===== src/rtl/dmem_responder_pkg.sv =====
// dmem_responder_pkg: shared word/mask types and responder FSM states
package dmem_responder_pkg;
  typedef logic [15:0] lc3b_word;
  typedef logic [1:0] lc3b_mem_wmask;
  typedef enum logic [1:0] {IDLE, WAIT, RESP} dmem_resp_state_t;
endpackage


===== src/rtl/dmem_byte_array.sv =====
// dmem_byte_array: DEPTH x 16-bit storage as two byte lanes, sync per-lane write, comb read
module dmem_byte_array
  import dmem_responder_pkg::*;
#(
  parameter int DEPTH = 256,
  parameter int AW = $clog2(DEPTH)
) (
  input  logic          clk,
  input  logic [1:0]    we,
  input  logic [AW-1:0] adr,
  input  logic [15:0]   wdata,
  output logic [15:0]   rdata
);
  logic [7:0] lo [DEPTH];
  logic [7:0] hi [DEPTH];
  always_ff @(posedge clk) begin
    if (we[0]) lo[adr] <= wdata[7:0];
    if (we[1]) hi[adr] <= wdata[15:8];
  end
  assign rdata = {hi[adr], lo[adr]};
endmodule


===== src/rtl/dmem_responder.sv =====
// dmem_responder: single-outstanding data-memory slave with fixed LATENCY response
module dmem_responder
  import dmem_responder_pkg::*;
#(
  parameter int DEPTH = 256,
  parameter int LATENCY = 2
) (
  input  logic        clk,
  input  logic        reset,
  input  logic        dmem_cyc,
  input  logic        dmem_stb,
  input  logic        dmem_write,
  input  logic [1:0]  dmem_byte_en,
  input  logic [15:0] dmem_address,
  input  logic [15:0] dmem_wdata,
  output logic        dmem_resp,
  output logic [15:0] dmem_rdata,
  output logic        busy
);
  localparam int AW = $clog2(DEPTH);
  localparam int CW = LATENCY > 1 ? $clog2(LATENCY) : 1;
  dmem_resp_state_t state, state_n;
  logic [CW-1:0] cnt;
  logic [AW-1:0] l_idx, op_idx;
  logic l_we, op_we, req, commit;
  lc3b_mem_wmask l_be, op_be, mem_we;
  lc3b_word l_wdata, op_wdata, mem_rdata;
  logic unused_addr;
  assign unused_addr = &{1'b0, dmem_address[15:AW+1], dmem_address[0]};
  // With LATENCY==1 the access commits on the accept edge, so IDLE uses live inputs
  always_comb begin
    req = dmem_cyc & dmem_stb;
    op_idx = state == IDLE ? dmem_address[AW:1] : l_idx;
    op_we = state == IDLE ? dmem_write : l_we;
    op_be = state == IDLE ? dmem_byte_en : l_be;
    op_wdata = state == IDLE ? dmem_wdata : l_wdata;
    commit = state == IDLE ? req && LATENCY == 1 : state == WAIT && dmem_cyc && cnt == CW'(1);
    mem_we = commit && op_we && !reset ? op_be : 2'b00;
    state_n = state == IDLE ? (req ? (LATENCY == 1 ? RESP : WAIT) : IDLE)
            : state == WAIT ? (!dmem_cyc ? IDLE : cnt == CW'(1) ? RESP : WAIT)
            : IDLE;
  end
  always_ff @(posedge clk or posedge reset) begin
    if (reset) begin
      state <= IDLE;
      cnt <= '0;
      dmem_resp <= 1'b0;
      dmem_rdata <= '0;
      busy <= 1'b0;
    end else begin
      state <= state_n;
      cnt <= state == WAIT ? cnt - CW'(1) : state == IDLE && req ? CW'(LATENCY - 1) : cnt;
      dmem_resp <= state_n == RESP;
      busy <= state_n != IDLE;
      if (commit && !op_we) dmem_rdata <= mem_rdata;
    end
  end
  always_ff @(posedge clk) begin
    if (state == IDLE && req) begin
      l_idx <= dmem_address[AW:1];
      l_we <= dmem_write;
      l_be <= dmem_byte_en;
      l_wdata <= dmem_wdata;
    end
  end
  dmem_byte_array #(.DEPTH(DEPTH)) u_array (
    .clk(clk),
    .we(mem_we),
    .adr(op_idx),
    .wdata(op_wdata),
    .rdata(mem_rdata)
  );
endmodule


===== config.mk =====
export PLATFORM = sky130hd
export DESIGN_NAME = dmem_responder
export DESIGN_NICKNAME = d
export VERILOG_FILES = /design/src/rtl/dmem_responder_pkg.sv /design/src/rtl/dmem_byte_array.sv /design/src/rtl/dmem_responder.sv
export SDC_FILE = /design/constraint.sdc
export NUM_CORES = 2
export LEC_CHECK = 0
export CAP_MARGIN = 20
export CORE_MARGIN = 2
export CORE_UTILIZATION = 55
export DETAILED_ROUTE_END_ITERATION = 10
export PLACE_DENSITY = 0.79
export SYNTH_ARGS = -nofsm -noshare
export SYNTH_HDL_FRONTEND = slang
export SYNTH_HIERARCHICAL = 1
export SYNTH_SLANG_ARGS = --single-unit

===== constraint.sdc =====
create_clock -name clk -period 12.9 [get_ports clk]
set_input_delay 3.225 -clock clk [delete_from_list [all_inputs] [get_ports clk]]
set_output_delay 3.225 -clock clk [all_outputs]
set_load 0.005 [all_outputs]

# Word-level counts from Yosys, hierarchy flattened
# Memories as Yosys holds them, arrays and structs flattened. A register that Yosys moved wholly into a read port is not among the register bits.
# Cells that the tools add are included.
# W data, S select, Z words.
[classes]
addsub = 1
multipliers = 0
n_div = 0
order_cmp = 0
eq_ne = 2
n_shift = 0
muxes = 17
bitwise_logic = 1
n_reduce_logical = 11
[op_table]
columns = ["op", "count"]
rows = [
  ["$mux W16", 1],
  ["$mux W2", 6],
  ["$mux W1", 9],
  ["$mux W8", 1],
  ["$logic_and A1 B1 Y1", 6],
  ["$reduce_bool A2 Y1", 2],
  ["$eq A2 B1 Y1 const B", 1],
  ["$eq A2 B2 Y1 const B", 1],
  ["$logic_not A1 Y1", 2],
  ["$logic_not A2 Y1", 1],
  ["$and A1 B1 Y1", 1],
  ["$sub A1 B1 Y1 const B", 1],
]
[word_totals]
ff_bits = 32
latch_bits = 0
ramBits = 4096
mem_bits_ro = 0
in_bits = 39
word_cells = 42
mem_count = 2
[mem_list]
columns = ["name", "depth", "word_bits", "read_ports", "rd_clocked_by_memory_dff", "write_ports", "line_no", "source"]
rows = [
  ["u_array.hi", 256, 8, 1, 1, 1, "dmem_byte_array.sv:15", "logic [7:0] hi [DEPTH];"],
  ["u_array.lo", 256, 8, 1, 1, 1, "dmem_byte_array.sv:14", "logic [7:0] lo [DEPTH];"],
]

# Depth between registers and ports, before layout
[depth]
ltp_word = 9
depth_mapped = 13

# Cells and area by module
# Netlist, hierarchy kept.
[by_module_without_submodules]
columns = ["module", "n_inst", "cells_each", "area_each_um2", "seq_area_each_um2"]
rows = [
  ["dmem_byte_array", 1, 7016, 156208.6, 122998.0],
  ["dmem_responder", 1, 113, 2023.2, 1336.3],
]

# Least setup slack after synthesis
# No wires, ideal clock.
[synth_path]
path_kind = "input to register"
startpoint = "input dmem_wdata[8]"
endpoint = "memory u_array.hi[0][0] (data pin)"
setup_time_ns = 0.811
arrival_ns = 6.222
t_required_ns = 12.089
path_slack_ns = 5.866
path_stages = 1
n_path_buf = 0
path_cell_list = "mux2_1"
[synth_between]
elab_chain_len = 1
[synth_rtl]
columns = ["item", "line_no", "source"]
rows = [
  ["start: declaration", "dmem_responder.sv:15", "input logic [15:0] dmem_wdata,"],
  ["$mux W16", "dmem_responder.sv:36", "op_wdata = state == IDLE ? dmem_wdata : l_wdata;"],
  ["end: declaration", "dmem_byte_array.sv:15", ""],
]
# Every way passes these cells.

# Worst setup path in the final report
[layout_path]
startpoint = "input dmem_address[1]"
endpoint = "register dmem_rdata[2] (read register of u_array.lo)"
[layout_between]
elab_chain_len = 1
[layout_rtl]
columns = ["item", "line_no", "source"]
rows = [
  ["start: declaration", "dmem_responder.sv:14", "input logic [15:0] dmem_address,"],
  ["$mux W8", "dmem_responder.sv:33", "op_idx = state == IDLE ? dmem_address[AW:1] : l_idx;"],
  ["named net op_idx[0]", "dmem_responder.sv:24", "logic [AW-1:0] l_idx, op_idx;"],
  ["end: declaration", "dmem_responder.sv:17", "output logic [15:0] dmem_rdata,"],
]
# The timed path passes the listed nets, and every way through them passes these cells.
# A chain may end at the register's enable or synchronous reset.

==> results.txt <==
----------------------------------------------------
[Run status]
  Result of the run ... completed

[Floorplan]
  Die Footprint ... 292,000 sq um
  Initial core utilization ... a little under three fifths
  Die height ... 540 um
  IO Pins ... 57
  Die width ... 540 um
  Core outline area ... ~290,000 sq um
  Count of standard-cell rows ... between 150 and 200

[Timing]
  Period utilisation layout ... between 60% and 70%
  Final Max Slew Viols ... 0
  Transition time at the pin with the least slew margin ... 1.34 ns
  Remaining max-slew budget at the tightest pin ... around 9.3%
  Achievable clock frequency ... between 0.1 and 0.15 GHz
  # setup viols final ... 0
  Post-layout minimum cycle time ... between 7 and 8 ns
  Final Hold Slack ... 0.522 ns
  Setup repair after global routing missed its margin ... no
  Final hold violation count ... 0
  Worst setup skew after layout ... around 0.064 ns
  Setup TNS ... 0 ns
  Final Worst Setup Slack ... about 5.0 ns

[Route]
  Topmost layer with routed signal wires ... met5
  Count of unresolved DRC violations after routing ... 0
  Detail-routed net length per standard cell ... between 30 and 40 um
  First-pass iteration count of the detailed router ... 6
  Drt initial violations ... around 13,000
  Detailed-routing wirelength on met1 ... about 130 mm
  Antenna-violating nets left ... 0
  Total Routed Length ... roughly 400 mm
  Via density per instance ... between 7 and 8
  Met2 WL post-DR ... 191 mm
  Met3 Wirelength ... between 50 and 60 mm
  Total via count after detailed routing ... 79,700

[Power]
  LEAKAGE ... 0.0530 uW
  Areal power density over the cells ... 171 nW/um^2
  Highest ir drop seen on vdd ... between 100 and 150 uV

[Clocking]
  Clock Latency Late Sink ... between 0.9 and 1 ns
  Number of H-tree levels ... 5
  Total of hold buffers inserted after clock tree synthesis ... 0
  CTS tree ... done
  Clock buffer count from CTS ... ~390
  Maximum clock insertion buffer count ... 4
  Total of cells resized after clock tree synthesis ... 0
  Count of clock tree sinks ... between 4,000 and 5,000
  Clock transition at the register clock pins on the worst setup and hold paths after CTS ... approximately 0.070 ns
  Post-CTS setup buffer count ... 0
  Root cell of the clock tree ... clkbuf_16

[Yosys]
  Post-Syn Instances ... ~7,100
  Seq cells post-synth ... 4,144
  Cell with the most instances after synthesis ... edfxtp_1
  Distinct cell type count of the synthesized netlist ... 35
  Share of flip-flops with an asynchronous set or reset after synthesis ... less than 1%
  Library cell with the largest summed area after synthesis ... edfxtp_1
  Post-synthesis average cell area ... around 22 sq um
  Post-synth top flop ... edfxtp_1
  Number of synthesized flops with an enable pin ... about 4,100
  Synthesized Nets ... approximately 7,200
  Netlist area before placement ... 158,000 sq um
  Seq/Total Area, Yosys ... between 70% and 80%
  Synth area leaders ... edfxtp_1, mux4_2, a22oi_1, nor2_1, a21oi_1
  Most used standard cells in the synthesized netlist ... edfxtp_1, mux4_2, nor2_1
  Yosys warning count ... 6
  Yosys top cell area share ... between 70% and 80%

[Min path]
  Tightest Hold Check Type ... reg -> reg
  Worst min-delay path startpoint ... dmem_rdata[11]
  Instance count along the most critical hold path ... 1
  Hold Path End ... dmem_rdata[11]

[Critical path]
  Biggest fanout along the worst timing path ... 96
  Setup crit end kind ... flip-flop
  Kind of start point of the critical path ... input pin
  FF-to-FF path depth ... 11
  Reg-to-reg setup timing slack ... around 6.4 ns
  Start-to-end type of the worst setup path ... in -> reg
  Worst reg2reg path endpoint ... dmem_rdata[2]
  Worst Path Required ... 13.70 ns
  Arrival time of the worst setup path ... a little under 9 ns
  Launch point of the worst reg-to-reg path ... state[0]

[Global route]
  Global-route total usage across every layer ... 26.9%
  Residual overflow from global routing ... 0
  Maximum number of pins on one net before global-route repair ... ~180
  Antenna violations before repair ... 16
  Global-route wire length before repair ... approximately 570 mm
  Vias in the first global route ... 79,900

[Finish]
  Synthesis-to-finish area growth ... 10.9%
  Fraction of layout instances using a drive strength above 1 ... 23.3%
  Final Net Count ... between 7,000 and 8,000

[Place]
  Count of port buffers added during placement ... 48
  Final weighted congestion in routability-driven placement ... ~0.87
  Pre-CTS setup slack ... about 4.3 ns
  Half-perimeter wire length after placement ... 204 mm

[Flow run]
  Max capacitance violation total ... 0

----------------------------------------------------
[worst max-delay path by stage]
| stage | start | end | slack (ns) | cells past startpoint |
|---|---|---|---|---|
| after floorplan | dmem_wdata[8] | u_array/hi[0][0] | 5.87 | 1 |
| after global placement | dmem_address[1] | dmem_rdata[0] | 4.29 | 10 |
| after detailed placement | dmem_address[1] | dmem_rdata[2] | 4.33 | 10 |
| after CTS | dmem_address[1] | dmem_rdata[3] | 5.21 | 10 |
| after global routing | dmem_address[1] | dmem_rdata[6] | 4.92 | 10 |
| final | dmem_address[1] | dmem_rdata[2] | 5.01 | 10 |
[per-stage QoR]
stage	utilization [%]	area (sq um)	cells	power [uW]
after floorplan	-	158000	7129	17700
after global placement	57.0	163000	10600	18700
after detailed placement	57.0	163000	10600	18800
after CTS	61.4	175000	11300	30000
after global routing	61.4	175000	11300	30600
final	61.4	175000	11300	30000
[where the power goes]
group          switching [uW]  internal (uW)
sequential               26.4          15200
clock                    4960           6350
combinational            2290           1150
total                    7280          22700
[logic make-up (layout without fill, tap and decap cells)]
family	count (synthesis)	after routing	share of synthesized area [%]
simple gates	605	605	1.54
other cells	0	14	0
buf+inv	475	882	1.36
mux	1065	1065	14.9
flops	4144	4144	78.6
compound gates	840	840	3.63
[worst max-delay path, cell delays in order]
cell             delay, ns
clkdlybuf4s50_1       0.49
mux2_8                0.73
buf_4                 0.61
buf_12                0.62
mux4_2                0.64
a22oi_1               0.27
a21oi_1               0.13
o41ai_1               1.15
nand4_1               0.18
mux2_4                0.32
[layout by cell type, fill, tap and decap left out, types with 3 or more instances in the layout]
master and instances:
nand4_1 16, buf_12 20, mux4_2 1024, bufinv_16 36, clkbuf_1 64, nor2b_4 3, clkinv_2 64, edfxtp_1 4123
nor2b_1 4, buf_16 4, mux2_1 11, clkdlybuf4s50_1 48, a22oi_1 512, inv_1 5, dfrtp_1 21, clkinv_1 106
nand3_1 18, nand2_1 16, clkbuf_2 4, clkinv_4 6, diode_2 14, mux2_4 10, a21oi_1 257, inv_6 8
buf_4 92, clkinvlp_4 16, o41ai_1 56, mux2_8 18, clkbuf_16 397, buf_2 6, o41ai_2 8, nand3_4 4
nor2_1 513, nand2_4 13
[final cells by class]
cell class                      instances  area [sq um]
Antenna cell                           14          35.0
Clock buffer                          461         10200
Clock inverter                        242          2170
Fill cell                           17700        110000
Inverter                                5          18.8
Multi-Input combinational cell       2510         32300
Sequential cell                      4144        124000
Tap cell                             3762          4710
Timing Repair Buffer                  174          1730
[metal layers]
metal	track usage, %	vias up
met5	0	-
met4	13.0	16
met3	7.10	1279
met2	41.8	6794
met1	35.6	41200
li1	-	30400
[flip-flops by register name, summed over array words and instances (netlist names)]
signal      count
l_wdata        16
l_be            2
dmem_rdata     16
state           2
u_array/hi   2048
l_we            1
dmem_resp       1
cnt             1
busy            1
u_array/lo   2048
l_idx           8
Power figures use the tool's default switching activity.
